### src/rtl/secded_pkg.sv
`default_nettype none
// ============================================================================
//  Module   : secded_pkg
//  Purpose  : Shared types for the 13-bit SECDED scrubber: codeword and
//             syndrome types and the scrubber state enumeration.
//  Revision : 1.0  initial release
// ============================================================================
package secded_pkg;

  localparam int CW_BITS = 13;

  typedef logic [CW_BITS-1:0] codeword_t;
  typedef logic [3:0]         syndrome_t;

  typedef enum logic [2:0] {
    IDLE  = 3'd0,
    READ  = 3'd1,
    WAIT  = 3'd2,
    CHECK = 3'd3,
    WRITE = 3'd4,
    NEXT  = 3'd5,
    DONE  = 3'd6
  } scrub_state_t;

endpackage
`default_nettype wire

### src/rtl/secded_check.sv
`default_nettype none
// ============================================================================
//  Module   : secded_check
//  Purpose  : Combinational SECDED decoder. Hamming syndrome over positions
//             1..12, overall parity in bit 0. Flags correctable and
//             uncorrectable words and returns the corrected codeword.
//  Revision : 1.0  initial release
// ============================================================================
module secded_check
  import secded_pkg::*;
(
  input  codeword_t cw,
  output syndrome_t syndrome,
  output logic      single_err,
  output logic      double_err,
  output codeword_t corrected
);

  logic w_parity;

  // Syndrome bit n is the parity of every position whose index has bit n set.
  always_comb begin
    syndrome[0] = cw[1] ^ cw[3] ^ cw[5]  ^ cw[7]  ^ cw[9]  ^ cw[11];
    syndrome[1] = cw[2] ^ cw[3] ^ cw[6]  ^ cw[7]  ^ cw[10] ^ cw[11];
    syndrome[2] = cw[4] ^ cw[5] ^ cw[6]  ^ cw[7]  ^ cw[12];
    syndrome[3] = cw[8] ^ cw[9] ^ cw[10] ^ cw[11] ^ cw[12];
  end

  assign w_parity = ^cw;

  // Odd parity with a syndrome that names a real position (0 means bit 0
  // itself) is a single flip; anything else non-clean is uncorrectable.
  always_comb begin
    single_err = w_parity && (syndrome <= 4'd12);
    double_err = (!w_parity && (syndrome != 4'd0)) ||
                 (w_parity && (syndrome >= 4'd13));
    corrected  = cw ^ (single_err ? (codeword_t'(1) << syndrome) : '0);
  end

endmodule
`default_nettype wire

### src/rtl/secded_scrubber.sv
`default_nettype none
// ============================================================================
//  Module   : secded_scrubber
//  Purpose  : Background scrubber for 13-bit SECDED memory words. Walks
//             addresses 0..DEPTH-1, writes back single-bit corrections and
//             counts/logs uncorrectable words. The host always has priority
//             on the memory port.
//  Options  : SCRUB_AUTO_EN - start a pass automatically after INTERVAL
//             consecutive idle cycles.
//  Revision : 1.0  initial release
// ============================================================================
module secded_scrubber
  import secded_pkg::*;
#(
  parameter int DEPTH    = 16,
  parameter int ADDR_W   = $clog2(DEPTH),
  parameter int INTERVAL = 1024
) (
  input  logic              clock,
  input  logic              reset,
  input  logic              start,
  input  logic              host_req,
  input  logic              host_we,
  input  logic [ADDR_W-1:0] host_addr,
  output logic              mem_re,
  output logic              mem_we,
  output logic [ADDR_W-1:0] mem_addr,
  output codeword_t         mem_wdata,
  input  codeword_t         mem_rdata,
  output logic              busy,
  output logic              done,
  output logic [7:0]        cnt_1bit,
  output logic [7:0]        cnt_2bit,
  output logic              err_valid,
  output logic [ADDR_W-1:0] err_addr
);

  localparam logic [ADDR_W-1:0] c_last_addr = ADDR_W'(DEPTH - 1);

  scrub_state_t      r_state;
  scrub_state_t      w_next;
  logic [ADDR_W-1:0] r_addr;
  logic [ADDR_W-1:0] r_err_addr;
  codeword_t         r_word;
  codeword_t         w_corrected;
  syndrome_t         w_syndrome;
  logic              w_single;
  logic              w_double;
  logic              r_cancel;
  logic              w_host_hit;
  logic              w_go;
  logic              w_auto;
  logic              r_busy;
  logic              r_done;
  logic              r_err_valid;
  logic [7:0]        r_cnt1;
  logic [7:0]        r_cnt2;
  logic              w_unused;

  secded_check u_check (
    .cw         (r_word),
    .syndrome   (w_syndrome),
    .single_err (w_single),
    .double_err (w_double),
    .corrected  (w_corrected)
  );

  // The raw syndrome is not needed here; the decoder already applies it.
  assign w_unused = ^w_syndrome;

  // A host write to the word being scrubbed makes our copy stale.
  assign w_host_hit = host_req & host_we & (host_addr == r_addr);

`ifdef SCRUB_AUTO_EN
  localparam int c_idle_w = $clog2(INTERVAL + 1);
  logic [c_idle_w-1:0] r_idle_cnt;

  // Count consecutive IDLE cycles; restart whenever a pass begins.
  always_ff @(posedge clock) begin
    if (reset || (r_state != IDLE) || w_go) r_idle_cnt <= '0;
    else                                    r_idle_cnt <= r_idle_cnt + c_idle_w'(1);
  end

  assign w_auto = (r_state == IDLE) && (r_idle_cnt == c_idle_w'(INTERVAL - 1));
`else
  assign w_auto = 1'b0;
`endif

  assign w_go = start | w_auto;

  // State register.
  always_ff @(posedge clock) begin
    if (reset) r_state <= IDLE;
    else       r_state <= w_next;
  end

  // Next-state logic and the combinational memory strobes.
  always_comb begin
    w_next = r_state;
    mem_re = 1'b0;
    mem_we = 1'b0;
    case (r_state)
      IDLE:  if (w_go) w_next = READ;
      READ: begin
        mem_re = ~host_req;
        if (!host_req) w_next = WAIT;
      end
      WAIT:  w_next = CHECK;
      CHECK: w_next = w_single ? WRITE : NEXT;
      WRITE: begin
        mem_we = ~host_req & ~r_cancel;
        if (r_cancel || !host_req) w_next = NEXT;
      end
      NEXT:  w_next = (r_addr == c_last_addr) ? DONE : READ;
      DONE:  w_next = IDLE;
      default: w_next = IDLE;
    endcase
  end

  // Datapath: word capture, correction, counters, error log, status flags.
  always_ff @(posedge clock) begin
    if (reset) begin
      r_addr      <= '0;
      r_word      <= '0;
      r_cancel    <= 1'b0;
      r_cnt1      <= '0;
      r_cnt2      <= '0;
      r_err_valid <= 1'b0;
      r_err_addr  <= '0;
      r_busy      <= 1'b0;
      r_done      <= 1'b0;
    end else begin
      r_busy <= (w_next != IDLE);
      r_done <= (w_next == DONE);
      case (r_state)
        IDLE: begin
          if (w_go) begin
            r_addr      <= '0;
            r_cnt1      <= '0;
            r_cnt2      <= '0;
            r_err_valid <= 1'b0;
            r_err_addr  <= '0;
          end
        end
        READ: r_cancel <= 1'b0;
        WAIT: begin
          r_word <= mem_rdata;
          if (w_host_hit) r_cancel <= 1'b1;
        end
        CHECK: begin
          r_word <= w_corrected;
          if (w_host_hit) r_cancel <= 1'b1;
          if (w_single && (r_cnt1 != 8'hFF)) r_cnt1 <= r_cnt1 + 8'd1;
          if (w_double) begin
            if (r_cnt2 != 8'hFF) r_cnt2 <= r_cnt2 + 8'd1;
            r_err_valid <= 1'b1;
            r_err_addr  <= r_addr;
          end
        end
        WRITE: if (w_host_hit) r_cancel <= 1'b1;
        NEXT:  if (r_addr != c_last_addr) r_addr <= r_addr + ADDR_W'(1);
        default: ;
      endcase
    end
  end

  assign mem_addr  = r_addr;
  assign mem_wdata = r_word;
  assign busy      = r_busy;
  assign done      = r_done;
  assign cnt_1bit  = r_cnt1;
  assign cnt_2bit  = r_cnt2;
  assign err_valid = r_err_valid;
  assign err_addr  = r_err_addr;

endmodule
`default_nettype wire

### config.mk
export PLATFORM = sky130hd
export DESIGN_NAME = secded_scrubber
export DESIGN_NICKNAME = d
export VERILOG_FILES = /design/src/rtl/secded_pkg.sv /design/src/rtl/secded_check.sv /design/src/rtl/secded_scrubber.sv
export SDC_FILE = /design/constraint.sdc
export NUM_CORES = 1
export LEC_CHECK = 0
export BUFFER_PORTS_ARGS = -buffer_cell sky130_fd_sc_hd__buf_2
export CORE_ASPECT_RATIO = 0.6
export CORE_UTILIZATION = 45
export DETAILED_ROUTE_END_ITERATION = 10
export PLACE_DENSITY = 0.8
export SYNTH_ARGS = -nofsm -noshare
export SYNTH_HDL_FRONTEND = slang
export SYNTH_SLANG_ARGS = --single-unit
### constraint.sdc
create_clock -name clock -period 2.2 [get_ports clock]
set_clock_uncertainty 0.15 [all_clocks]
set_input_delay 0.44 -clock clock [delete_from_list [all_inputs] [get_ports clock]]
set_output_delay 0.44 -clock clock [all_outputs]
set_load 0.02 [all_outputs]
==> results.json <==
{
  "outcome": "complete, but fails checks",
  "violations": "negative setup slack",
  "postRouteAntennaNets": 0,
  "cts_max_level": 2,
  "async_reset_ff_frac": 0,
  "crit_type": "flip-flop to flip-flop",
  "vias": 3889,
  "top_layer_used": "met4",
  "coreArea_sq_mm": 0.00617,
  "num_rows": 22,
  "drc_errors": 0,
  "final_common_cell": "buf_2",
  "cts.sinks": 44,
  "critPathTopFamily": "compound AO/OA/AOI/OAI gates",
  "ys_types": 62,
  "yosysWarnings": 0,
  "synth_area_sq_mm": 0.00289,
  "cts_tree": "done",
  "critPathArrivalTime_ns": 2.71,
  "r2r_end": "cnt_1bit[0]",
  "placed_area_sq_mm": 0.00372,
  "final_cell_area_sq_mm": 0.00465,
  "slowest_stage": "a211oi_4",
  "hold_start": "mem_rdata[4]",
  "synth.yosys.seq_area_share": 0.305,
  "fin_nets": 502,
  "vias_per_cell": 6.92,
  "fmax_mhz": 382,
  "slowest_delay_ns": 0.39,
  "hold_viol_final": 0,
  "cts-root-buf": "clkbuf_8",
  "grt_use_total": 0.333,
  "drt_wl_total_um": 13600,
  "max_slew.worst_pin.slew_ns": 0.529,
  "power_density_mw_per_mm2": 746,
  "antenna_found_initial": 0,
  "synthesis.nets": 373,
  "synth_flop_cell": "dfxtp_1",
  "reg2reg_slack_ns": -0.42,
  "min_to": "mem_wdata[4]",
  "die-height_um": 64.1,
  "numCtsBuffers": 5,
  "wl_met1_um": 5000,
  "worstPathCellList": "xnor2_4 > xor2_4 > nor4_4 > a31o_2 > a211oi_4 > buf_6 > buf_6 > o221ai_1 > a21oi_1",
  "setup_slack_ns": -0.419,
  "hold_depth": 3,
  "finalSetupTns_ns": -9.80,
  "numPortBuffers": 63,
  "die_x_um": 105,
  "crit_required_ns": 2.29,
  "synth_seq_cells": 44,
  "clkTransAtPathRegs_ns": 0.09,
  "synth-edff-count": 0,
  "start_kind": "flip-flop",
  "drt_iter0_markers": 658,
  "drive_gt1_frac": 0.533,
  "setup_viol": 36,
  "rsz0062_at_grt": "true",
  "hold_path_class": "input pin to flip-flop",
  "fill_cells": 362,
  "r2r_cells": 9,
  "max-cap-violations": 0,
  "most-common-layout-cells": "buf_2 (63), buf_4 (58), dfxtp_1 (32)",
  "max-clock-path-buffers": 2,
  "first_global_vias": 3418,
  "slew_violations": 0,
  "hpwl_um": 6490,
  "utilization": 0.754,
  "worstPathMaxFanout": 7,
  "endpoint_kind": "flip-flop",
  "cpMostUsedCell": "buf_6",
  "period_minus_slack_ns": 2.62,
  "p_leak_nw": 1.90,
  "wl_per_cell_um": 24.1,
  "period_share": 1.19,
  "dieArea_sq_mm": 0.00676,
  "synthToLayoutAreaGrowth_pct": 60.9,
  "ios": 64,
  "timing.critical_path.buf_inv": 2,
  "power_w": 0.00347,
  "grt_max_degree": 23,
  "maxSlewHeadroom": 0.647,
  "fin_hold_ws_ns": 0.272,
  "start_util": 0.469,
  "synthCells": 348,
  "overflow": 0,
  "insertion_delay_ns": 0.31,
  "grt_pass1_wl_um": 17700,
  "place_congestion": 0.900,
  "r2r_start": "mem_wdata[0]",
  "worst_ir_drop_vdd_mv": 0.346,
  "wl_met3_um": 1770,
  "first_pass_iters": 7,
  "antennaDiodeCount": 0,
  "avgSynthCellArea_sq_um": 8.31,
  "wl_met2_um": 5780
}
-- cells in the mapped netlist, types with 6 or more instances --
cell	n	share of area
or3_1	8	0.017
o21ai_0	14	0.024
and3_1	6	0.013
nand3_1	14	0.024
a21oi_1	34	0.059
nor3_1	11	0.019
inv_1	7	0.0091
nand4_1	7	0.015
nand2_1	22	0.029
or4_1	7	0.018
dfxtp_1	44	0.30
nor2_1	32	0.042
xnor2_1	18	0.055
nor2b_1	8	0.017
o31ai_1	7	0.018
clkbuf_1	17	0.022
-- tightest hold or removal path, delay by kind of cell --
kind	cells	cell delay [ns]
compound gates	1	0.08
simple gates	1	0.07
buf+inv	1	0.10
-- per-layer routing --
metal	global-route usage	up-vias
met4	0.127	0
met1	0.457	1821
met3	0.0592	133
li1	-	1541
met5	0	-
met2	0.522	394
-- kinds of logic after synthesis --
kind of cell / synth area share
flops: 0.305
buf+inv: 0.0476
xor+xnor: 0.124
compound gates: 0.232
simple gates: 0.254
fa+ha+maj: 0.0130
mux: 0.0251
-- registers in the layout (all words and copies together) (netlist names) --
register / count
cnt_2bit: 8
mem_wdata: 13
done: 1
err_addr: 4
mem_addr: 4
err_valid: 1
cnt_1bit: 8
busy: 1
r_state: 3
r_cancel: 1
-- worst max path at each step --
stage | cells past startpoint | slack (ns) | to | startpoint
6_report | 9 | -0.42 | cnt_1bit[0] | mem_wdata[0]
5_1_grt | 11 | -0.44 | cnt_1bit[0] | mem_wdata[7]
4_1_cts | 9 | -0.24 | cnt_2bit[5] | mem_wdata[5]
3_5_place_dp | 7 | -0.34 | busy | mem_wdata[3]
3_3_place_gp | 8 | -0.20 | mem_wdata[0] | mem_wdata[1]
2_1_floorplan | 8 | -0.02 | cnt_1bit[7] | mem_wdata[10]
-- power breakdown --
| part | switching (W) | internal [W] | total [W] |
|---|---|---|---|
| combinational | 0.00109 | 0.000910 | 0.00200 |
| clock | 0.000312 | 0.000292 | 0.000604 |
| sequential | 0.0000436 | 0.000821 | 0.000865 |
| total | 0.00145 | 0.00202 | 0.00347 |
-- stage by stage --
stage / worst slack [ns] / instances
2_1_floorplan: -0.0235 / 348
3_3_place_gp: -0.197 / 525
3_5_place_dp: -0.342 / 525
4_1_cts: -0.235 / 556
5_1_grt: -0.440 / 562
6_report: -0.419 / 562
-- timing repair --
| action | 4_1_cts | 5_1_grt |
|---|---|---|
| hold buffers | 0 | 0 |
| endpoints found under the hold margin | 0 | 0 |
| buffers inserted | 25 | 8 |
| resized for setup | 53 | 66 |
| endpoints found under the setup margin | 34 | 37 |
| pin swaps | 44 | 38 |
-- final cells by class --
| cell class | instances | area, sq um | area share |
|---|---|---|---|
| inverters | 7 | 26.3 | 0.00565 |
| repair buffers | 145 | 1060 | 0.229 |
| multi-input cells | 274 | 2440 | 0.524 |
| well taps | 84 | 105 | 0.0226 |
| flip-flops and latches | 44 | 918 | 0.197 |
| clock inverters | 1 | 5.00 | 0.00108 |
| clock buffers | 7 | 97.6 | 0.0210 |
(Power assumes the default switching activity.)
